[config.mk]
export PLATFORM = sky130hd
export DESIGN_NAME = csr_file
export DESIGN_NICKNAME = d
export VERILOG_FILES = /design/src/rtl/csr_file_pkg.sv /design/src/rtl/csr_file_timer.sv /design/src/rtl/csr_file.sv
export SDC_FILE = /design/constraint.sdc
export NUM_CORES = 1
export LEC_CHECK = 0
export CAP_MARGIN = 20
export CORE_MARGIN = 3
export CORE_UTILIZATION = 40
export DETAILED_ROUTE_END_ITERATION = 12
export SETUP_SLACK_MARGIN = 0.15
export SYNTH_ARGS = -nofsm -noshare
export SYNTH_HDL_FRONTEND = slang
export SYNTH_SLANG_ARGS = --single-unit
export TNS_END_PERCENT = 1
[constraint.sdc]
create_clock -name clk -period 3.3 [get_ports clk]
set_input_delay 0.33 -clock clk [delete_from_list [all_inputs] [get_ports clk]]
set_output_delay 0.33 -clock clk [all_outputs]
set_load 0.02 [all_outputs]
[src/rtl/csr_file_pkg.sv]
// csr_file_pkg: shared definitions for the CSR file slice.
//   - CSR addresses implemented by csr_file
//   - exception code constants carried on the writeback CSR bus
//   - Wcsr_BUS layout (field offsets and a packed struct view)
//   - per-CSR software-writable bit masks and reset values
//   - csr_merge(): masked read-modify-write helper
package csr_file_pkg;

  // Wcsr_BUS layout; the width matches the existing `Wcsr_BUS_Wid define.
  localparam int unsigned WCSR_BUS_WID   = 153;
  localparam int unsigned WB_EX          = 152;
  localparam int unsigned WB_ECODE_LSB   = 144;
  localparam int unsigned WB_ESUBCODE    = 143;
  localparam int unsigned WB_CSR_WE      = 142;
  localparam int unsigned WB_ADDR_LSB    = 128;
  localparam int unsigned WB_WMASK_LSB   = 96;
  localparam int unsigned WB_WDATA_LSB   = 64;
  localparam int unsigned WB_PC_LSB      = 32;
  localparam int unsigned WB_VADDR_LSB   = 0;

  typedef struct packed {
    logic        ex;
    logic [7:0]  ecode;
    logic        esubcode;
    logic        csr_we;
    logic [13:0] csr_addr;
    logic [31:0] wmask;
    logic [31:0] wdata;
    logic [31:0] pc;
    logic [31:0] vaddr;
  } wcsr_bus_t;

  // CSR addresses
  localparam logic [13:0] CSR_CRMD   = 14'h000;
  localparam logic [13:0] CSR_PRMD   = 14'h001;
  localparam logic [13:0] CSR_ECFG   = 14'h004;
  localparam logic [13:0] CSR_ESTAT  = 14'h005;
  localparam logic [13:0] CSR_ERA    = 14'h006;
  localparam logic [13:0] CSR_BADV   = 14'h007;
  localparam logic [13:0] CSR_EENTRY = 14'h00C;
  localparam logic [13:0] CSR_SAVE0  = 14'h030;
  localparam logic [13:0] CSR_SAVE1  = 14'h031;
  localparam logic [13:0] CSR_SAVE2  = 14'h032;
  localparam logic [13:0] CSR_SAVE3  = 14'h033;
  localparam logic [13:0] CSR_TID    = 14'h040;
  localparam logic [13:0] CSR_TCFG   = 14'h041;
  localparam logic [13:0] CSR_TVAL   = 14'h042;
  localparam logic [13:0] CSR_TICLR  = 14'h044;

  // Exception codes
  localparam logic [7:0] ECODE_INT  = 8'h00;
  localparam logic [7:0] ECODE_PIL  = 8'h01;
  localparam logic [7:0] ECODE_PIS  = 8'h02;
  localparam logic [7:0] ECODE_PIF  = 8'h03;
  localparam logic [7:0] ECODE_PME  = 8'h04;
  localparam logic [7:0] ECODE_PPI  = 8'h07;
  localparam logic [7:0] ECODE_ADE  = 8'h08;
  localparam logic [7:0] ECODE_ALE  = 8'h09;
  localparam logic [7:0] ECODE_SYS  = 8'h0B;
  localparam logic [7:0] ECODE_BRK  = 8'h0C;
  localparam logic [7:0] ECODE_INE  = 8'h0D;
  localparam logic [7:0] ECODE_IPE  = 8'h0E;
  localparam logic [7:0] ECODE_FPD  = 8'h0F;
  localparam logic [7:0] ECODE_TLBR = 8'h3F;

  // Software-writable bits of each CSR word
  localparam logic [31:0] CRMD_WMASK   = 32'h0000_001F;
  localparam logic [31:0] PRMD_WMASK   = 32'h0000_0007;
  localparam logic [31:0] ECFG_WMASK   = 32'h0000_1BFF;  // LIE[10] reserved
  localparam logic [31:0] ESTAT_WMASK  = 32'h0000_0003;  // only IS[1:0]
  localparam logic [31:0] EENTRY_WMASK = 32'hFFFF_FFC0;

  localparam logic [31:0] CRMD_RST = 32'h0000_0008;      // DA=1

  // ESTAT field positions
  localparam int unsigned ESTAT_TI_BIT = 11;

  function automatic logic [31:0] csr_merge(
    input logic [31:0] old_val,
    input logic [31:0] wdata,
    input logic [31:0] wmask,
    input logic [31:0] writable
  );
    logic [31:0] m;
    m = wmask & writable;
    return (old_val & ~m) | (wdata & m);
  endfunction

endpackage

[src/rtl/csr_file_timer.sv]
// csr_timer: TCFG/TVAL constant timer.
//   clk, rstn  : clock, synchronous active-low reset
//   tcfg_we    : committed write to TCFG this cycle
//   wmask/wdata: write mask and data (low TIMER_W bits of the bus)
//   tcfg       : TCFG register {InitVal, Periodic, En}
//   tval       : current count value
//   ti_set     : timer expiry this cycle (sets ESTAT.IS[11] at the edge)
module csr_timer #(
  parameter int unsigned TIMER_W = 32
) (
  input  logic               clk,
  input  logic               rstn,
  input  logic               tcfg_we,
  input  logic [TIMER_W-1:0] wmask,
  input  logic [TIMER_W-1:0] wdata,
  output logic [TIMER_W-1:0] tcfg,
  output logic [TIMER_W-1:0] tval,
  output logic               ti_set
);

  logic [TIMER_W-1:0] tcfg_q, tcfg_d;
  logic [TIMER_W-1:0] tval_q, tval_d;

  always_comb begin
    tcfg_d = tcfg_q;
    tval_d = tval_q;
    // Expiry is judged on the registered state, so it still fires on an
    // edge that also carries a TCFG write; the write only decides TCFG/TVAL.
    ti_set = tcfg_q[0] && (tval_q == '0);
    if (tcfg_we) begin
      tcfg_d = (tcfg_q & ~wmask) | (wdata & wmask);
      tval_d = {tcfg_d[TIMER_W-1:2], 2'b00};
    end else if (tcfg_q[0]) begin
      if (tval_q != '0) begin
        tval_d = tval_q - TIMER_W'(1);
      end else if (tcfg_q[1]) begin
        tval_d = {tcfg_q[TIMER_W-1:2], 2'b00};
      end else begin
        tcfg_d[0] = 1'b0;
      end
    end
  end

  always_ff @(posedge clk) begin
    if (!rstn) begin
      tcfg_q <= '0;
      tval_q <= '0;
    end else begin
      tcfg_q <= tcfg_d;
      tval_q <= tval_d;
    end
  end

  assign tcfg = tcfg_q;
  assign tval = tval_q;

endmodule

[src/rtl/csr_file.sv]
// csr_file: architectural exception/timer CSRs at the writeback end of the
// pipeline. Commits CSR writes, exceptions and ERTN from the Wcsr_BUS.
//   clk, rstn  : clock, synchronous active-low reset
//   Wcsr_BUS   : writeback CSR/exception bus (ex, csr_we valid-qualified)
//   ertn_W     : ERTN committing in writeback
//   hw_int     : external interrupt lines (registered into ESTAT.IS[9:2])
//   csr_raddr  : decode read address
//   csr_rdata  : combinational read data, 0 for unimplemented addresses
//   has_int    : enabled interrupt pending (registered state only)
//   ex_en      : pipeline flush (exception or ERTN this cycle)
//   ex_entry   : redirect PC (EENTRY on exception, ERA on ERTN)
//   crmd_plv   : current privilege level
module csr_file
  import csr_file_pkg::*;
#(
  parameter logic [31:0] EENTRY_RST = 32'h0000_0000,
  parameter logic [31:0] TID_RST    = 32'h0000_0000,
  parameter int unsigned TIMER_W    = 32
) (
  input  logic                    clk,
  input  logic                    rstn,
  input  logic [WCSR_BUS_WID-1:0] Wcsr_BUS,
  input  logic                    ertn_W,
  input  logic [7:0]              hw_int,
  input  logic [13:0]             csr_raddr,
  output logic [31:0]             csr_rdata,
  output logic                    has_int,
  output logic                    ex_en,
  output logic [31:0]             ex_entry,
  output logic [1:0]              crmd_plv
);

  wcsr_bus_t bus;
  assign bus = wcsr_bus_t'(Wcsr_BUS);

  logic [31:0] crmd_q,   crmd_d;
  logic [31:0] prmd_q,   prmd_d;
  logic [31:0] ecfg_q,   ecfg_d;
  logic [31:0] estat_q,  estat_d;
  logic [31:0] era_q,    era_d;
  logic [31:0] badv_q,   badv_d;
  logic [31:0] eentry_q, eentry_d;
  logic [31:0] tid_q,    tid_d;
  logic [31:0] save_q [4];
  logic [31:0] save_d [4];

  logic               csr_wr;
  logic               ertn_commit;
  logic               tcfg_we;
  logic               ticlr_clr;
  logic               ti_set;
  logic [TIMER_W-1:0] tcfg;
  logic [TIMER_W-1:0] tval;

  // A committing exception suppresses both the CSR write and ERTN on its beat.
  assign csr_wr      = bus.csr_we && !bus.ex;
  assign ertn_commit = ertn_W && !bus.ex;
  assign tcfg_we     = csr_wr && (bus.csr_addr == CSR_TCFG);
  assign ticlr_clr   = csr_wr && (bus.csr_addr == CSR_TICLR)
                       && bus.wdata[0] && bus.wmask[0];

  csr_timer #(
    .TIMER_W (TIMER_W)
  ) u_timer (
    .clk     (clk),
    .rstn    (rstn),
    .tcfg_we (tcfg_we),
    .wmask   (bus.wmask[TIMER_W-1:0]),
    .wdata   (bus.wdata[TIMER_W-1:0]),
    .tcfg    (tcfg),
    .tval    (tval),
    .ti_set  (ti_set)
  );

  always_comb begin
    crmd_d   = crmd_q;
    prmd_d   = prmd_q;
    ecfg_d   = ecfg_q;
    estat_d  = estat_q;
    era_d    = era_q;
    badv_d   = badv_q;
    eentry_d = eentry_q;
    tid_d    = tid_q;
    save_d   = save_q;

    if (csr_wr) begin
      case (bus.csr_addr)
        CSR_CRMD:   crmd_d   = csr_merge(crmd_q, bus.wdata, bus.wmask, CRMD_WMASK);
        CSR_PRMD:   prmd_d   = csr_merge(prmd_q, bus.wdata, bus.wmask, PRMD_WMASK);
        CSR_ECFG:   ecfg_d   = csr_merge(ecfg_q, bus.wdata, bus.wmask, ECFG_WMASK);
        CSR_ESTAT:  estat_d  = csr_merge(estat_q, bus.wdata, bus.wmask, ESTAT_WMASK);
        CSR_ERA:    era_d    = csr_merge(era_q, bus.wdata, bus.wmask, '1);
        CSR_BADV:   badv_d   = csr_merge(badv_q, bus.wdata, bus.wmask, '1);
        CSR_EENTRY: eentry_d = csr_merge(eentry_q, bus.wdata, bus.wmask, EENTRY_WMASK);
        CSR_TID:    tid_d    = csr_merge(tid_q, bus.wdata, bus.wmask, '1);
        CSR_SAVE0, CSR_SAVE1, CSR_SAVE2, CSR_SAVE3:
          save_d[bus.csr_addr[1:0]] =
            csr_merge(save_q[bus.csr_addr[1:0]], bus.wdata, bus.wmask, '1);
        default: ;
      endcase
    end

    // Hardware-owned ESTAT fields; expiry takes priority over a TICLR clear.
    estat_d[9:2] = hw_int;
    if (ticlr_clr) estat_d[ESTAT_TI_BIT] = 1'b0;
    if (ti_set)    estat_d[ESTAT_TI_BIT] = 1'b1;

    if (ertn_commit) begin
      crmd_d[1:0] = prmd_q[1:0];
      crmd_d[2]   = prmd_q[2];
    end

    if (bus.ex) begin
      prmd_d[1:0]    = crmd_q[1:0];
      prmd_d[2]      = crmd_q[2];
      crmd_d[2:0]    = 3'b000;
      era_d          = bus.pc;
      estat_d[21:16] = bus.ecode[5:0];
      estat_d[30:22] = {8'b0, bus.esubcode};
      if (bus.ecode == ECODE_ADE && !bus.esubcode) begin
        badv_d = bus.pc;
      end else if (bus.ecode == ECODE_ADE || bus.ecode == ECODE_ALE) begin
        badv_d = bus.vaddr;
      end
    end
  end

  always_ff @(posedge clk) begin
    if (!rstn) begin
      crmd_q   <= CRMD_RST;
      prmd_q   <= '0;
      ecfg_q   <= '0;
      estat_q  <= '0;
      era_q    <= '0;
      badv_q   <= '0;
      eentry_q <= EENTRY_RST & EENTRY_WMASK;
      tid_q    <= TID_RST;
      for (int unsigned i = 0; i < 4; i++) save_q[i] <= '0;
    end else begin
      crmd_q   <= crmd_d;
      prmd_q   <= prmd_d;
      ecfg_q   <= ecfg_d;
      estat_q  <= estat_d;
      era_q    <= era_d;
      badv_q   <= badv_d;
      eentry_q <= eentry_d;
      tid_q    <= tid_d;
      for (int unsigned i = 0; i < 4; i++) save_q[i] <= save_d[i];
    end
  end

  always_comb begin
    csr_rdata = '0;
    case (csr_raddr)
      CSR_CRMD:   csr_rdata = crmd_q;
      CSR_PRMD:   csr_rdata = prmd_q;
      CSR_ECFG:   csr_rdata = ecfg_q;
      CSR_ESTAT:  csr_rdata = estat_q;
      CSR_ERA:    csr_rdata = era_q;
      CSR_BADV:   csr_rdata = badv_q;
      CSR_EENTRY: csr_rdata = eentry_q;
      CSR_SAVE0:  csr_rdata = save_q[0];
      CSR_SAVE1:  csr_rdata = save_q[1];
      CSR_SAVE2:  csr_rdata = save_q[2];
      CSR_SAVE3:  csr_rdata = save_q[3];
      CSR_TID:    csr_rdata = tid_q;
      CSR_TCFG:   csr_rdata = 32'(tcfg);
      CSR_TVAL:   csr_rdata = 32'(tval);
      default:    csr_rdata = '0;
    endcase
  end

  assign has_int  = crmd_q[2] && |(estat_q[12:0] & ecfg_q[12:0]);
  assign ex_en    = bus.ex || ertn_W;
  assign ex_entry = bus.ex ? eentry_q : era_q;
  assign crmd_plv = crmd_q[1:0];

endmodule

# [Word level (Yosys, flattened, before mapping)]
# Cells that the tools add are included.
[word_totals] regBits=448 input_bits=178 output_inout_bits=68 word_cells=170
[op_classes] add_sub_neg=1 order_cmp=2 n_eq_ne=28 muxes=35 n_bitwise=35 n_reduce_logical=47
[op_table] cell="32-bit two-way mux" n=16
[op_table] cell="32-bit one-hot mux with 14 select lines" n=1
[op_table] cell="32-bit bitwise AND" n=12
[op_table] cell="32-bit OR" n=10
[op_table] cell="128-bit bitwise mux" n=1
[op_table] cell="14-bit by 3-bit equality test with 1-bit output (second input constant)" n=8
[op_table] cell="14-bit by 6-bit equality test with 1-bit output (second input constant)" n=8
[op_table] cell="14-bit by 7-bit equality test with 1-bit output (second input constant)" n=6
[op_table] cell="32-bit binary-select mux with 2-bit select" n=1
[op_table] cell="32-bit demux with 2-bit select" n=1
[op_table] cell="32-bit inverter" n=2
[op_table] cell="23-bit two-way mux" n=2
[op_table] cell="32-bit by 13-bit bitwise AND with 32-bit output" n=1
[op_table] cell="32-bit by 2-bit bitwise AND with 32-bit output" n=1
[op_table] cell="32-bit by 3-bit bitwise AND with 32-bit output" n=1
[op_table] cell="32-bit by 5-bit bitwise AND with 32-bit output" n=1
[op_table] cell="32-bit logical NOT" n=1
[op_table] cell="13-bit inverter with 32-bit output" n=1
[op_table] cell="2-bit inverter with 32-bit output" n=1
[op_table] cell="3-bit inverter with 32-bit output" n=1
[op_table] cell="5-bit inverter with 32-bit output" n=1
[op_table] cell="32-bit nonzero test" n=1
[op_table] cell="32-bit by 1-bit subtractor with 32-bit output (second input constant)" n=1
[op_table] cell="14-bit by 1-bit equality test with 1-bit output (second input constant)" n=2
[op_table] cell="20 further kinds" n=67

# [Depth between registers and ports, before layout]
[depth] word_depth=8 ltp_mapped=10

# [Modules after synthesis]
# A second synthesis with hierarchy kept.
[unflattened] cells_unflattened=2332 area_unflattened_um2=20160.6
[modules_own_cells] mod="csr_file" instances=1 cells_each=1818 area_per_inst_um2=16126.7 seq_area_each_um2=5765.5
[modules_own_cells] mod="csr_timer" instances=1 cells_each=514 area_per_inst_um2=4033.9 seq_area_each_um2=1281.2

# [Worst setup path after synthesis]
# Ideal clock, no wire load.
[synth_timing] path_type="input port to output port" startpoint="input port csr_raddr[0]" endpoint="output port csr_rdata[11]" arrival_ns=2.247 path_slack_ns=0.723 stages=6 n_path_buf=2 cell_sequence="clkbuf_1 > or4b_2 > nor4_1 > clkbuf_1 > a222oi_1 > nand4_1"
[synth_between] elab_chain_len=2 word_cells_on_any_way=15 classes_between="13 x eq/ne; 1 x mux; 1 x reduce/logical"
[synth_lines] element="from (decl)" line_no="csr_file.sv:25" text="input logic [13:0] csr_raddr,"
[synth_lines] element="14-bit by 7-bit equality test with 1-bit output (tied with other cells)" line_no="csr_file.sv:154" text="case (csr_raddr)"
[synth_lines] element="32-bit one-hot mux with 14 select lines (*)" line_no="csr_file.sv:154"
[synth_lines] element="to (decl)" line_no="csr_file.sv:26" text="output logic [31:0] csr_rdata,"
# Mark *: on every way between the ends. The rest lies on a longest branch, timed or not.

# [Final worst setup path]
[layout_timing] startpoint="input port csr_raddr[11]" endpoint="output port csr_rdata[31]"
# Same word-level chain as after synthesis.

==> results.txt <==
hold path start - Wcsr_BUS[152]
most common cell after layout, fill and taps aside - dfxtp_1
Startpoint Class - input pin
drt drc - 0
Vias - 19617
Unique masters post-synth - 79
#FFs+latches synth - 352
crit path capture type - output port
area delta synth->final - 25.9%
Compound-Gate Fraction of Synth Area - 19.0%
maximum vdd drop - 0.000269 V
port bufs - 245
Reg-to-Reg Start - u_timer.tval[1]
Syn Nets - 2535
Final Cycle Share - 94.3%
Total Power - 10.2 mW
largest net degree at the start of global routing - 122
RSZ-0062 raised after global routing - yes
worst-margin pin slew - 0.842 ns
Worst Clk Skew - 0.0311 ns
max-capacitance violation count - 0
clk root buf - clkbuf_16
layout cells sized above 1 - 14.7%
final setup violation count - 0
largest family of logic cells by synthesized area - simple AND/OR/NAND/NOR gates
first-pass GRT wire length - 117000 um
global route overflow - 0
Avg WL per Cell - 23.8 um
dpl hpwl - 54400 um
clock sinks - 352
# nets final - 2739
syn_area_per_cell - 8.53 um2
final non-filler cell total - 3254
XOR/XNOR share of the synthesized area - 0.829%
worst slack, placed - -0.0954 ns
CP Data Required Time - 2.97 ns
synth top area cells - dfxtp_1 (35%), mux2i_1 (7.1%), nor2_1 (4.8%)
fraction of registers with async set/reset - 0%
worst hold-check path type - in -> reg
Power per Cell Area - 403 mW/mm2
TritonCTS clock tree - done
initial core utilization - 40.8%
post-route ant nets - 0
Pre-antenna DRT Iters - 7
Final Hold Fails - 0
crit path kind - in -> out
initial antenna violation count - 1
Clock transition at path regs - 0.06 ns
Core Rows - 81
largest area contributor in the netlist - dfxtp_1
Worst Setup SP - csr_raddr[11]
worst skew pair latency - 0.57 ns
post-route setup slack - 0.188 ns
hold_buf cts - 0
CP max FO - 12
# IOs - 246
mux contribution to synthesized area - 16.0%
H-tree depth - 2
Post-Synthesis Cells - 2356
most frequent cells in the layout - dfxtp_1 (352), nand2_1 (249), nor2_1 (244), clkdlybuf4s50_1 (208), mux2i_1 (143)
Die Height - 230 um
initial drt markers - 2227
placed cell areas - 0.0239 mm2
post-CTS setup buffers - 0
Fillers - 4623
Post-Synth Simple-Gate Area - 24.2%
placed cells - 3181
Final GP Congestion - 0.928
Tot GR Track Use - 28.3%
total wire length - 77500 um
vias per inst - 6.03
Static Leak - 9.95 nW
number of global-route vias before repair - 18876
total die area - 0.0529 mm2
crit path DAT - 2.78 ns
run status - finished, final reports clean
Core Area - 0.0493 mm2
Max Transition Viols Final - 0
number of flops mapped to enable cells by yosys - 0
crit path time final - 3.11 ns
Diodes inserted - 0
cell area after synthesis - 0.0201 mm2
Syn. warnings - 0
Synth Area in Adders - 0.0623%
clock buffer depth - 3
fmax - 321 MHz
area share of the largest cell type after synthesis - 35.1%
post-synthesis sequential area ratio - 35.1%
Die Wd - 230 um
Synth Flop Type - dfxtp_1
Inserted Clock Buffers - 41
Slew HR - 43.9%
Design Area, Final - 0.0253 mm2
==> path summary, 6_finish.rpt <==
check	to	cells after the start	slack, ns
min reg2reg	register	2	0.48
min	register	3	0.32
max reg2reg	u_timer.tval[24]	8	0.38
max	csr_rdata[31]	10	0.19
==> repair_timing <==
item	CTS	global route
pin swaps	0	0
gates resized for setup	18	13
setup endpoints to repair	18	24
==> power breakdown <==
group	leakage [nW]	internal [mW]	switching, mW
clock network	0.700	2.99	1.91
registers	2.85	4.29	0.0350
logic	6.40	0.474	0.479
==> worst max-delay path: stages <==
cell,delay [ns]
clkdlybuf4s50_1,0.41
or4_1,0.60
nor2_1,0.14
buf_4,0.14
nand2_1,0.11
nor2_2,0.19
buf_6,0.21
a221oi_1,0.11
nand4_1,0.18
clkdlybuf4s15_1,0.34
==> cell families after synthesis <==
group | count (synthesis)
muxes | 263
and+or+nand+nor | 954
adders and majority gates | 1
xor gates and xnor gates | 19
DFF | 352
buffers and inverters | 247
AOI/OAI and AO/OA | 520
==> routing by layer <==
| layer | vias up | GRT usage (%) | wire length (um) |
|---|---|---|---|
| met2 | 982 | 44.3 | 34600 |
| li1 | 8975 | - | - |
| met4 | 0 | 9.57 | 2510 |
| met3 | 158 | 6.07 | 7120 |
| met1 | 9502 | 38.6 | 33300 |
| met5 | - | 0 | 0 |
==> synth_stat cells (14+ instances only) <==
| master | n |
|---|---|
| a21boi_0 | 70 |
| a21oi_1 | 68 |
| a221oi_1 | 29 |
| a22o_1 | 20 |
| a22oi_1 | 78 |
| a311o_1 | 32 |
| a31oi_1 | 14 |
| and3_1 | 38 |
| buf_2 | 15 |
| clkbuf_1 | 188 |
| dfxtp_1 | 352 |
| inv_1 | 28 |
| mux2_2 | 81 |
| mux2i_1 | 143 |
| mux4_2 | 39 |
| nand2_1 | 250 |
| nand2b_1 | 36 |
| nand3_1 | 50 |
| nand4_1 | 41 |
| nor2_1 | 255 |
| nor2b_1 | 88 |
| nor3_1 | 26 |
| nor3b_1 | 102 |
| nor4_1 | 16 |
| o211a_1 | 33 |
| o21ai_0 | 85 |
| o2bb2ai_1 | 17 |
==> metrics by stage <==
| stage | TNS [ns] | utilization, % | hold slack, ns |
|---|---|---|---|
| finish | 0 | 51.3 | 0.325 |
| CTS | 0 | 51.3 | 0.292 |
| detailed placement | -0.910 | 48.4 | 0.468 |
| floorplan | 0 | - | 0.444 |
| global route | 0 | 51.3 | 0.328 |
| global placement | -0.908 | 48.4 | 0.464 |
==> area by class of cell <==
class                   count  area [um2]  area share, %
multi-input cells        1757       12100           48.0
well taps                 664         831           3.29
repair buffers            380        3720           14.7
inverters                  28         105          0.416
clock inverters            16         253           1.00
flip-flops and latches    352        7050           27.9
clock buffers              57        1190           4.70
(Power assumes the default switching activity.)
